$ cat src/rtl/pixel_unpack_ctrl.sv
// Pixel-unpack sequencer: pops packed words from the write FIFO and hands the
// pixels, most-significant first, to the frame-buffer port with a wrapping address.
//
// state | meaning
// IDLE  | waiting for enable with a non-empty FIFO
// REQ   | fifo_rdreq strobe for one cycle
// LOAD  | fifo_q valid this cycle, captured into the word register
// EMIT  | presenting pixel idx until the frame buffer accepts it
module pixel_unpack_ctrl #(
  parameter int PIX_W        = 24,
  parameter int PIX_PER_WORD = 8,
  parameter int WORD_W       = PIX_W * PIX_PER_WORD,
  parameter int ADDR_W       = 13,
  parameter int FRAME_PIXELS = 8192
) (
  input  logic              wrclk,
  input  logic              rst,
  input  logic              enable,
  input  logic              addr_clr,
  input  logic              fifo_empty,
  input  logic [WORD_W-1:0] fifo_q,
  output logic              fifo_rdreq,
  output logic              pix_valid,
  input  logic              pix_ready,
  output logic [PIX_W-1:0]  pix_data,
  output logic [ADDR_W-1:0] pix_addr,
  output logic              frame_done,
  output logic              busy
);

  localparam int IDX_W = (PIX_PER_WORD > 1) ? $clog2(PIX_PER_WORD) : 1;

  localparam logic [1:0] IDLE = 2'd0;
  localparam logic [1:0] REQ  = 2'd1;
  localparam logic [1:0] LOAD = 2'd2;
  localparam logic [1:0] EMIT = 2'd3;

  localparam logic [IDX_W-1:0]  LAST_IDX  = IDX_W'(PIX_PER_WORD - 1);
  localparam logic [ADDR_W-1:0] LAST_ADDR = ADDR_W'(FRAME_PIXELS - 1);

  logic [1:0]        state;
  logic [1:0]        state_nxt;
  logic [WORD_W-1:0] word;
  logic [IDX_W-1:0]  idx;
  logic [ADDR_W-1:0] addr;
  logic              hs;
  logic              fetch_ok;
  logic [PIX_W-1:0]  slices [PIX_PER_WORD];

  assign hs       = (state == EMIT) && pix_ready;
  assign fetch_ok = enable && !fifo_empty;

  // slice 0 is the top of the word so idx 0 emits the most-significant pixel
  for (genvar i = 0; i < PIX_PER_WORD; i++) begin : g_slice
    assign slices[i] = word[PIX_W*(PIX_PER_WORD-1-i) +: PIX_W];
  end

  always_comb begin
    state_nxt = state;
    case (state)
      IDLE: if (fetch_ok) state_nxt = REQ;
      REQ:  state_nxt = LOAD;
      LOAD: state_nxt = EMIT;
      EMIT: if (hs && idx == LAST_IDX) state_nxt = fetch_ok ? REQ : IDLE;
      default: state_nxt = IDLE;
    endcase
  end

  always_ff @(posedge wrclk or posedge rst) begin
    if (rst) begin
      state <= IDLE;
      word  <= '0;
      idx   <= '0;
    end else begin
      state <= state_nxt;
      if (state == LOAD) begin
        word <= fifo_q;
        idx  <= '0;
      end else if (hs && idx != LAST_IDX) begin
        idx <= idx + 1'b1;
      end
    end
  end

  // addr_clr wins over a same-cycle increment, but the frame pulse still fires
  always_ff @(posedge wrclk or posedge rst) begin
    if (rst) begin
      addr       <= '0;
      frame_done <= 1'b0;
    end else begin
      frame_done <= hs && (addr == LAST_ADDR);
      if (addr_clr)
        addr <= '0;
      else if (hs)
        addr <= (addr == LAST_ADDR) ? '0 : addr + 1'b1;
    end
  end

  assign fifo_rdreq = (state == REQ);
  assign pix_valid  = (state == EMIT);
  assign pix_data   = slices[idx];
  assign pix_addr   = addr;
  assign busy       = (state != IDLE);

endmodule

$ cat config.mk
export PLATFORM = sky130hd
export DESIGN_NAME = pixel_unpack_ctrl
export DESIGN_NICKNAME = d
export VERILOG_FILES = /design/src/rtl/pixel_unpack_ctrl.sv
export SDC_FILE = /design/constraint.sdc
export NUM_CORES = 1
export LEC_CHECK = 0
export ABC_CLOCK_PERIOD_IN_PS = 10300
export CORE_MARGIN = 2
export CORE_UTILIZATION = 45
export CTS_CLUSTER_DIAMETER = 120
export DETAILED_ROUTE_END_ITERATION = 10
export GPL_ROUTABILITY_DRIVEN = 1
export PLACE_DENSITY = 0.78
export SYNTH_ARGS = -nofsm -noshare
export SYNTH_HDL_FRONTEND = slang
export SYNTH_SLANG_ARGS = --single-unit
$ cat constraint.sdc
create_clock -name wrclk -period 10.3 [get_ports wrclk]
set_clock_uncertainty 0.2 [all_clocks]
set_input_delay 2.06 -clock wrclk [delete_from_list [all_inputs] [get_ports wrclk]]
set_output_delay 2.06 -clock wrclk [all_outputs]
set_load 0.1 [all_outputs]
==> impl_metrics.env, run 1 <==
export IMPL_outcome="complete, no violations"
export IMPL_p_sw_share_pct=39.59
export IMPL_row_count=53
export IMPL_ctsResizeCount=0
export IMPL_period_minus_slack_ns=5.703
export IMPL_die_w_um=150.0
export IMPL_gp_congestion=0.8198
export IMPL_comb_power_share_pct=49.4
export IMPL_grt_pass1_wl_um=35110
export IMPL_fin_cells=1123
export IMPL_maxCapViolations=0
export IMPL_path_buf_inv=1
export IMPL_cp_slowest_cell="dfrtp_4"
export IMPL_drtPass1Iterations=4
export IMPL_rsz0062_at_grt="no"
export IMPL_antenna_found_initial=1
export IMPL_multi_input_area_mm2=0.004111
export IMPL_drive_gt1_share_pct=37.66
export IMPL_clockBufferDepth=3
export IMPL_grt_max_degree=129
export IMPL_final_antenna_net_count=0
export IMPL_final_period_utilization_pct=55.37
export IMPL_r2r_start="state[0]$_DFFE_PP0P_"
export IMPL_cp_data_arrival_time_ns=3.44
export IMPL_worst_slew_pin_slew_ns=1.073
export IMPL_layout_commonest_cell="clkdlybuf4s50_1"
export IMPL_layout_common_cells="238 x clkdlybuf4s50_1, 217 x mux2_2, 209 x dfrtp_1"
export IMPL_holdWs_ns=0.2995
export IMPL_dieArea_mm2=0.02249
export IMPL_maxSlewViolCount=0
export IMPL_start_kind="register"
export IMPL_drt_total_wl_um=22260
export IMPL_ys_types=34
export IMPL_seq_area_mm2=0.005285
export IMPL_endpoint_kind="output pin"
export IMPL_drt_iter0_markers=207
export IMPL_clk_latency_ns=0.51
export IMPL_clock_root_buffer="clkbuf_16"
export IMPL_synth_area_mm2=0.009585
export IMPL_fillers=1582
export IMPL_path_max_fanout=50
export IMPL_worstSetupPathType="reg -> out"
export IMPL_syn_area_per_cell_um2=16.08
export IMPL_syn_to_final_growth_pct=35.92
export IMPL_htree_levels=1
export IMPL_hpwl_um=15250
export IMPL_synth_flop_cell="dfrtp_1"
export IMPL_yosys_register_bits=211
export IMPL_async_flop_share_pct=100.0
export IMPL_post_cts_buffers=0
export IMPL_p_switching_mw=1.861
export IMPL_r2r_cells=5
export IMPL_yosys_warnings=0
export IMPL_hold_path_cell_count=1
export IMPL_synth_cells=596
export IMPL_ctsHoldBuffers=0
export IMPL_vias=5974
export IMPL_die_h_um=150.0
export IMPL_r2r_slack_ns=6.61
export IMPL_synth_nets=802
export IMPL_p_total_mw=4.702
export IMPL_grt_pass1_vias=6711
export IMPL_ios=239
export IMPL_max_freq_mhz=175.4
export IMPL_via_per_inst=5.320
export IMPL_core_mm2=0.02096
export IMPL_timing_rr_end="slices[29]$_DFFE_PP0P_"
export IMPL_internal_power_mw=2.840
export IMPL_finish_net_count=1035
export IMPL_ir_drop_mv=0.2601
export IMPL_p_leak_nw=5.152
export IMPL_grt_overflow=0
export IMPL_placed_area_mm2=0.01219
export IMPL_ys_seq_area_share_pct=55.08
export IMPL_cts_tree="done"
export IMPL_placed_cells=1078
export IMPL_wl_per_cell_um=19.82
export IMPL_drc=0
export IMPL_start_util_pct=45.74
export IMPL_powerDensity_mw_per_mm2=360.9
export IMPL_holdCritPathClass="reg -> reg"
export IMPL_power_frac_seq_pct=31.7
export IMPL_hp_start="slices[115]$_DFFE_PP0P_"
export IMPL_cts_buffers=24
export IMPL_stdcell_area_mm2=0.01303
export IMPL_slew_headroom_pct=28.48
export IMPL_path_cells="mux4_2 > mux2_2 > clkdlybuf4s50_1"
export IMPL_hold_violations=0
export IMPL_min_to="slices[115]$_DFFE_PP0P_"
export IMPL_crit_family="flip-flops"
export IMPL_portBuffers=238
export IMPL_clk_pin_slew_ns=0.06
export IMPL_fin_setup_tns_ns=0
export IMPL_grt_usage_pct=19.88
export IMPL_clockPowerShare_pct=18.8
export IMPL_synth_edf_count=0
export IMPL_cts_num_sinks=211
export IMPL_worstPathRequired_ns=8.04
export IMPL_cpPeakStageDelay_ns=1.05
export IMPL_setup_viol=0
## logic make-up (layout without fill, tap and decap cells)
logic type,Yosys count,count (layout),share of synthesized area [%]
mux,265,265,36.77
flops,211,211,55.08
simple gates,46,46,2.989
buf+inv,41,292,2.154
compound gates,15,15,1.044
xor+xnor,10,10,0.9138
fa+ha+maj,8,8,1.044
other cells,0,1,0
## cells in the mapped netlist (all sizes together), types with 3 or more instances
library cell	instances	share of area [%]
mux2	217	25
dfrtp	211	55
mux4	48	11
buf	28	1.6
nor2	13	0.51
nand2	11	0.43
clkbuf	8	0.31
ha	8	1.0
xnor2	8	0.73
nor4	6	0.77
inv	5	0.20
nand4	5	0.48
a21oi	4	0.25
o21ai	4	0.21
nor3	3	0.16
## routing by layer
metal	track usage [%]	part of all wire (%)	up-vias	wire (um)
met5	0	0	-	0
met4	6.085	2.7	0	608
met3	4.604	7.0	42	1567
met2	33.77	49	200	10900
met1	25.44	41	3046	9182
li1	-	-	2686	-
## state kept, by name, indices dropped and copies added (netlist names)
register,cells
frame_done,1
state,2
slices,192
idx,3
pix_addr,13
## per-stage QoR
stage               util (%)  setup slack, ns
finish                 62.17            4.597
CTS                    62.16            4.517
detailed placement     58.16            5.080
global placement       58.16            5.125
floorplan                  -            2.274
global route           62.16            4.431
## area by class of cell
cell class | count | share of cell area (%)
well taps | 275 | 2.641
inverters | 5 | 0.2017
clock buffers | 35 | 5.474
diodes | 1 | 0.01921
flip-flops and latches | 211 | 40.56
clock inverters | 9 | 0.9699
multi-input cells | 344 | 31.56
repair buffers | 243 | 18.57
## worst max path at each step
stage | startpoint | endpoint | slack, ns | depth (start not counted)
2_1_floorplan | rst | frame_done$_DFF_PP0_ | 2.27 | 1
3_3_place_gp | idx[0]$_DFFE_PP0P_ | pix_data[9] | 5.13 | 3
3_5_place_dp | idx[0]$_DFFE_PP0P_ | pix_data[14] | 5.08 | 3
4_1_cts | idx[0]$_DFFE_PP0P_ | pix_data[14] | 4.52 | 3
5_1_grt | idx[0]$_DFFE_PP0P_ | pix_data[9] | 4.43 | 3
6_report | idx[0]$_DFFE_PP0P_ | pix_data[9] | 4.60 | 3
## power by group through the flow
stage	logic [mW]	clock network, mW	registers, mW
finish	2.32	0.886	1.49
global route	2.45	0.946	1.55
CTS	2.35	0.912	1.50
detailed placement	2.33	0	1.51
global placement	2.27	0	1.48
floorplan	1.94	0	1.38
No activity file was read; power rests on OpenSTA's default activity.
==> inputs of run 2 (changes only) <==
Settings changed: ABC_CLOCK_PERIOD_IN_PS 10300 to 5000, PLACE_DENSITY 0.78 to 0.81.
Clock period 10.3 ns to 5 ns, I/O delays scaled along.
==> run 2 against run 1 <==
- core utilization is 0.17 points lower
- register-to-register slack worse by 4.4 ns
- global-route usage hardly changed
- critical path depth unchanged
- largest power group unchanged
- sequential cell count unchanged
- design area shrank 0.28%
- sequential share of layout area up 0.11 points
- sequential power up 110%
- highest routed layer is now met5
- largest cell class unchanged
- worst hold slack barely moved
- non-clock buffer count up 4
==> impl_metrics.env, run 2 (same netlist as run 1, synthesis figures left out) <==
export IMPL_drc=0
export IMPL_outcome="complete, no violations"
export IMPL_grt_pass1_wl_um=34910
export IMPL_post_route_util_pct=62.00
export IMPL_final_antenna_net_count=0
export IMPL_rsz0062_at_grt="no"
export IMPL_cp_data_arrival_time_ns=3.20
export IMPL_drtPass1Iterations=4
export IMPL_layout_commonest_cell="clkdlybuf4s50_1"
export IMPL_maxCapViolations=0
export IMPL_fin_cells=1123
export IMPL_die_w_um=150.0
export IMPL_clockBufferDepth=3
export IMPL_finish_net_count=1039
export IMPL_worstPathRequired_ns=3.80
export IMPL_ios=239
export IMPL_worstSetupPathType="reg -> out"
export IMPL_holdCritPathClass="reg -> reg"
export IMPL_p_sw_share_pct=39.78
export IMPL_r2r_slack_ns=2.20
export IMPL_placed_cells=1082
export IMPL_via_per_inst=5.301
export IMPL_diodes=0
export IMPL_internal_power_mw=5.727
export IMPL_syn_to_final_growth_pct=35.54
export IMPL_final_period_utilization_pct=87.98
export IMPL_drt_total_wl_um=21980
export IMPL_antenna_found_initial=1
export IMPL_clk_latency_ns=0.50
export IMPL_ctsHoldBuffers=0
export IMPL_row_count=53
export IMPL_die_h_um=150.0
export IMPL_power_frac_seq_pct=32.3
export IMPL_pre_cts_ws_ns=1.098
export IMPL_timing_rr_end="state[0]$_DFFE_PP0P_"
export IMPL_p_total_mw=9.510
export IMPL_post_cts_buffers=0
export IMPL_gp_congestion=0.7949
export IMPL_grt_usage_pct=19.88
export IMPL_start_kind="register"
export IMPL_cts_buffers=24
export IMPL_clockPowerShare_pct=18.0
export IMPL_period_minus_slack_ns=4.399
export IMPL_slew_headroom_pct=32.51
export IMPL_largest_register_ffs=192
export IMPL_setup_slack_ns=0.6009
export IMPL_setup_viol=0
export IMPL_hp_start="slices[168]$_DFFE_PP0P_"
export IMPL_powerDensity_mw_per_mm2=732.0
export IMPL_grt_overflow=0
export IMPL_endpoint_kind="output pin"
export IMPL_layout_common_cells="224 x clkdlybuf4s50_1, 217 x mux2_2, 209 x dfrtp_1"
export IMPL_drt_iter0_markers=207
export IMPL_min_to="slices[168]$_DFFE_PP0P_"
export IMPL_drive_gt1_share_pct=39.03
export IMPL_ctsResizeCount=0
export IMPL_p_leak_nw=5.153
export IMPL_hold_violations=0
export IMPL_r2r_cells=7
export IMPL_dieArea_mm2=0.02249
export IMPL_core_mm2=0.02096
export IMPL_clk_pin_slew_ns=0.06
export IMPL_htree_levels=1
export IMPL_clock_root_buffer="clkbuf_16"
export IMPL_p_switching_mw=3.784
export IMPL_grt_pass1_vias=6459
export IMPL_worst_slew_pin_slew_ns=1.009
export IMPL_grt_max_degree=101
export IMPL_vias=5953
export IMPL_cts_tree="done"
export IMPL_r2r_start="idx[0]$_DFFE_PP0P_"
export IMPL_hold_path_cell_count=1
export IMPL_cts_num_sinks=211
export IMPL_wl_per_cell_um=19.57
export IMPL_start_util_pct=45.74
export IMPL_comb_power_share_pct=49.6
export IMPL_portBuffers=238
export IMPL_hpwl_um=15040
export IMPL_maxSlewViolCount=0
export IMPL_path_max_fanout=24
export IMPL_crit_start="idx[1]$_DFFE_PP0P_"
export IMPL_ir_drop_mv=0.5873
export IMPL_max_freq_mhz=227.3
export IMPL_fin_setup_tns_ns=0
[run 2: cell types whose count changed in the layout (fill, tap and decap cells not counted), sizes merged]
cell,previous run,this run
diode,1,0
clkinv,5,0
buf,5,23
inv,6,5
clkbuf,35,39
clkdlybuf4s50,238,224
clkinvlp,0,1
bufinv,3,1
[run 2: per-stage QoR]
| stage | cell area [um2] | hold WS, ns |
|---|---|---|
| finish | 12990 | 0.2995 |
| global route | 12990 | 0.3179 |
| CTS | 12990 | 0.3034 |
| detailed placement | 12220 | 0.2905 |
| global placement | 12220 | 0.2838 |
| floorplan | 9589 | 0.2752 |
[run 2: per-layer routing]
layer  vias to the layer above  part of all wire, %  GRT usage [%]
met5                         -                0.068              0
met1                      3044                   43          26.95
met3                        36                  7.0          5.122
met4                         2                  1.8          4.575
li1                       2692                    -              -
met2                       179                   48          32.40
[run 2: worst max-delay path: stages (launching register included)]
cell and delay [ns]:
dfrtp_2 0.84, mux4_2 0.60, mux2_2 0.27, clkdlybuf4s50_1 0.97
[run 2: layout make-up]
type | count | area (um2)
fillers | 1623 | 7963
flip-flops and latches | 211 | 5285
multi-input cells | 344 | 4111
repair buffers | 247 | 2452
clock buffers | 39 | 738.2
well taps | 275 | 344.1
clock inverters | 2 | 38.79
inverters | 5 | 22.52
[run 2: power groups by stage]
| stage | Sequential, mW | Clock (mW) | Combinational (mW) |
|---|---|---|---|
| detailed placement | 3.10 | 0 | 4.75 |
| CTS | 3.09 | 1.77 | 4.77 |
| global route | 3.19 | 1.85 | 4.97 |
| finish | 3.07 | 1.71 | 4.72 |
| floorplan | 2.85 | 0 | 3.99 |
| global placement | 3.09 | 0 | 4.66 |
[run 2: how the worst max path moves through the flow]
| stage | endpoint | slack [ns] |
|---|---|---|
| after floorplan | frame_done$_DFF_PP0_ | 1.06 |
| final | pix_data[7] | 0.60 |
| after CTS | pix_data[1] | 0.54 |
| after global placement | pix_data[1] | 1.14 |
| after global routing | pix_data[0] | 0.48 |
| after detailed placement | pix_data[7] | 1.10 |
==> inputs of run 3 (changes only) <==
--- a/config.mk
+++ b/config.mk
@@ -6,5 +6,4 @@
 export NUM_CORES = 1
 export LEC_CHECK = 0
-export ABC_CLOCK_PERIOD_IN_PS = 5000
 export CORE_MARGIN = 2
 export CORE_UTILIZATION = 45
==> constraint.sdc (replaced) <==
create_clock -name wrclk -period 5 [get_ports wrclk]
set_clock_uncertainty 0.2 [all_clocks]
set_input_delay 1.5 -clock wrclk [delete_from_list [all_inputs] [get_ports wrclk]]
set_output_delay 1.5 -clock wrclk [all_outputs]
set_load 0.1 [all_outputs]
==> run 3 against run 2 <==
- sequential cell count unchanged
- clock-buffer cell count shrank 3
- via count increased by 0.15%
- design area decreased by 0.29%
- non-clock buffer count up 2
- power decreased by 0.85%
- global-route usage fell by 0.60 points
- largest cell class unchanged
==> impl_metrics.env, run 3 (same netlist as run 1, synthesis figures left out) <==
export IMPL_outcome="complete, no violations"
export IMPL_hold_violations=0
export IMPL_grt_pass1_vias=6404
export IMPL_via_per_inst=5.309
export IMPL_seq_area_mm2=0.005285
export IMPL_multi_input_area_mm2=0.004111
export IMPL_layout_commonest_cell="mux2_2"
export IMPL_wl_met1_um=9261
export IMPL_vias=5962
export IMPL_slew_headroom_pct=34.21
export IMPL_routed_top_layer="met4"
export IMPL_comb_power_share_pct=50.6
export IMPL_htree_levels=1
export IMPL_core_mm2=0.02096
export IMPL_period_minus_slack_ns=4.280
export IMPL_powerDensity_mw_per_mm2=727.9
export IMPL_grt_usage_pct=19.27
export IMPL_die_h_um=150.0
export IMPL_crit_family="multiplexers"
export IMPL_final_antenna_net_count=0
export IMPL_drc=0
export IMPL_maxCapViolations=0
export IMPL_layout_common_cells="217 x mux2_2, 214 x clkdlybuf4s50_1, 209 x dfrtp_1"
export IMPL_post_route_util_pct=61.82
export IMPL_placed_cells=1084
export IMPL_path_max_fanout=27
export IMPL_p_sw_share_pct=40.15
export IMPL_worst_slew_pin_slew_ns=0.9838
export IMPL_clockBufferDepth=3
export IMPL_cp_data_arrival_time_ns=2.58
export IMPL_largest_register_ffs=192
export IMPL_hpwl_um=15020
export IMPL_die_w_um=150.0
export IMPL_worstPathRequired_ns=3.30
export IMPL_setup_viol=0
export IMPL_ios=239
export IMPL_start_util_pct=45.74
export IMPL_maxSlewViolCount=0
export IMPL_grt_pass1_wl_um=34040
export IMPL_dr_wl_met3_um=1308
export IMPL_drt_total_wl_um=21680
export IMPL_fillers=1601
export IMPL_p_switching_mw=3.786
export IMPL_portBuffers=238
export IMPL_diodes=0
export IMPL_cts_num_sinks=211
export IMPL_cp_slowest_cell="dfrtp_4"
export IMPL_dieArea_mm2=0.02249
export IMPL_drt_iter0_markers=198
export IMPL_fin_setup_tns_ns=0
export IMPL_rsz0062_at_grt="no"
export IMPL_gp_congestion=0.8059
export IMPL_path_buf_inv=2
export IMPL_syn_to_final_growth_pct=35.15
export IMPL_cts_buffers=23
export IMPL_final_period_utilization_pct=85.60
export IMPL_wl_met2_um=10760
export IMPL_p_leak_nw=5.158
export IMPL_internal_power_mw=5.643
export IMPL_clockPowerShare_pct=17.3
export IMPL_row_count=53
export IMPL_path_cells="buf_12 > mux4_2 > mux2_2 > buf_4"
export IMPL_start_kind="register"
export IMPL_ctsHoldBuffers=0
export IMPL_cpPeakStageDelay_ns=0.72
export IMPL_holdWs_ns=0.3016
export IMPL_power_frac_seq_pct=32.0
export IMPL_clock_root_buffer="clkbuf_16"
export IMPL_antenna_found_initial=0
export IMPL_drive_gt1_share_pct=40.33
export IMPL_post_cts_buffers=0
export IMPL_grt_max_degree=85
export IMPL_max_freq_mhz=233.6
export IMPL_wl_per_cell_um=19.30
export IMPL_fin_cells=1123
export IMPL_finish_net_count=1040
export IMPL_worstSetupPathType="reg -> out"
export IMPL_holdCritPathClass="reg -> reg"
export IMPL_cts_tree="done"
export IMPL_drtPass1Iterations=4
export IMPL_p_total_mw=9.429
export IMPL_endpoint_kind="output pin"
export IMPL_ir_drop_mv=0.5534
export IMPL_clk_latency_ns=0.49
export IMPL_grt_overflow=0
export IMPL_ctsResizeCount=0
export IMPL_clk_pin_slew_ns=0.06
-- run 3: final timing paths --
kind	from	to	slack (ns)	depth (start not counted)
worst max-delay path	idx[0]$_DFFE_PP0P_	pix_data[9]	0.72	4
worst min-delay path	slices[54]$_DFFE_PP0P_	slices[54]$_DFFE_PP0P_	0.30	1
worst max register to register	state[0]$_DFFE_PP0P_	slices[34]$_DFFE_PP0P_	2.45	4
worst min register to register	slices[54]$_DFFE_PP0P_	slices[54]$_DFFE_PP0P_	0.30	1
max in group asynchronous	rst	slices[145]$_DFFE_PP0P_	2.44	3
min in group asynchronous	rst	slices[36]$_DFFE_PP0P_	1.35	2
-- run 3: per-layer routing --
layer | vias up | GRT usage, %
li1 | 2698 | -
met3 | 28 | 4.451
met5 | - | 0
met1 | 3079 | 25.75
met4 | 0 | 3.821
met2 | 157 | 32.56
-- run 3: power groups by stage --
stage                     clock [mW]  combinational, mW  sequential (mW)
after global routing            1.74               5.02             3.12
after floorplan                    0               3.99             2.85
after global placement             0               4.72             3.01
after detailed placement           0               4.80             3.04
after CTS                       1.67               4.82             3.03
final                           1.63               4.77             3.02
-- run 3: cell type report --
type / count / area share [%]
Timing Repair Buffer: 249 / 19.05
Multi-Input combinational cell: 344 / 31.74
Clock inverter: 3 / 0.3091
Tap cell: 275 / 2.656
Inverter: 5 / 0.1738
Clock buffer: 36 / 5.283
Sequential cell: 211 / 40.80
-- run 3: metrics by stage --
| step | instance area, um2 | worst slack [ns] |
|---|---|---|
| after detailed placement | 12230 | 1.205 |
| after CTS | 12950 | 0.6697 |
| after global placement | 12230 | 1.220 |
| final | 12950 | 0.7199 |
| after global routing | 12950 | 0.5904 |
| after floorplan | 9589 | 0.5578 |
-- run 3: worst register-to-register path: cells and delay by family, from the launching register on --
kind,cells,cell delay [ns]
flip-flops,1,0.40
multiplexers,1,0.41
adder cells (fa/ha/maj),1,0.69
buffers and inverters,2,0.73
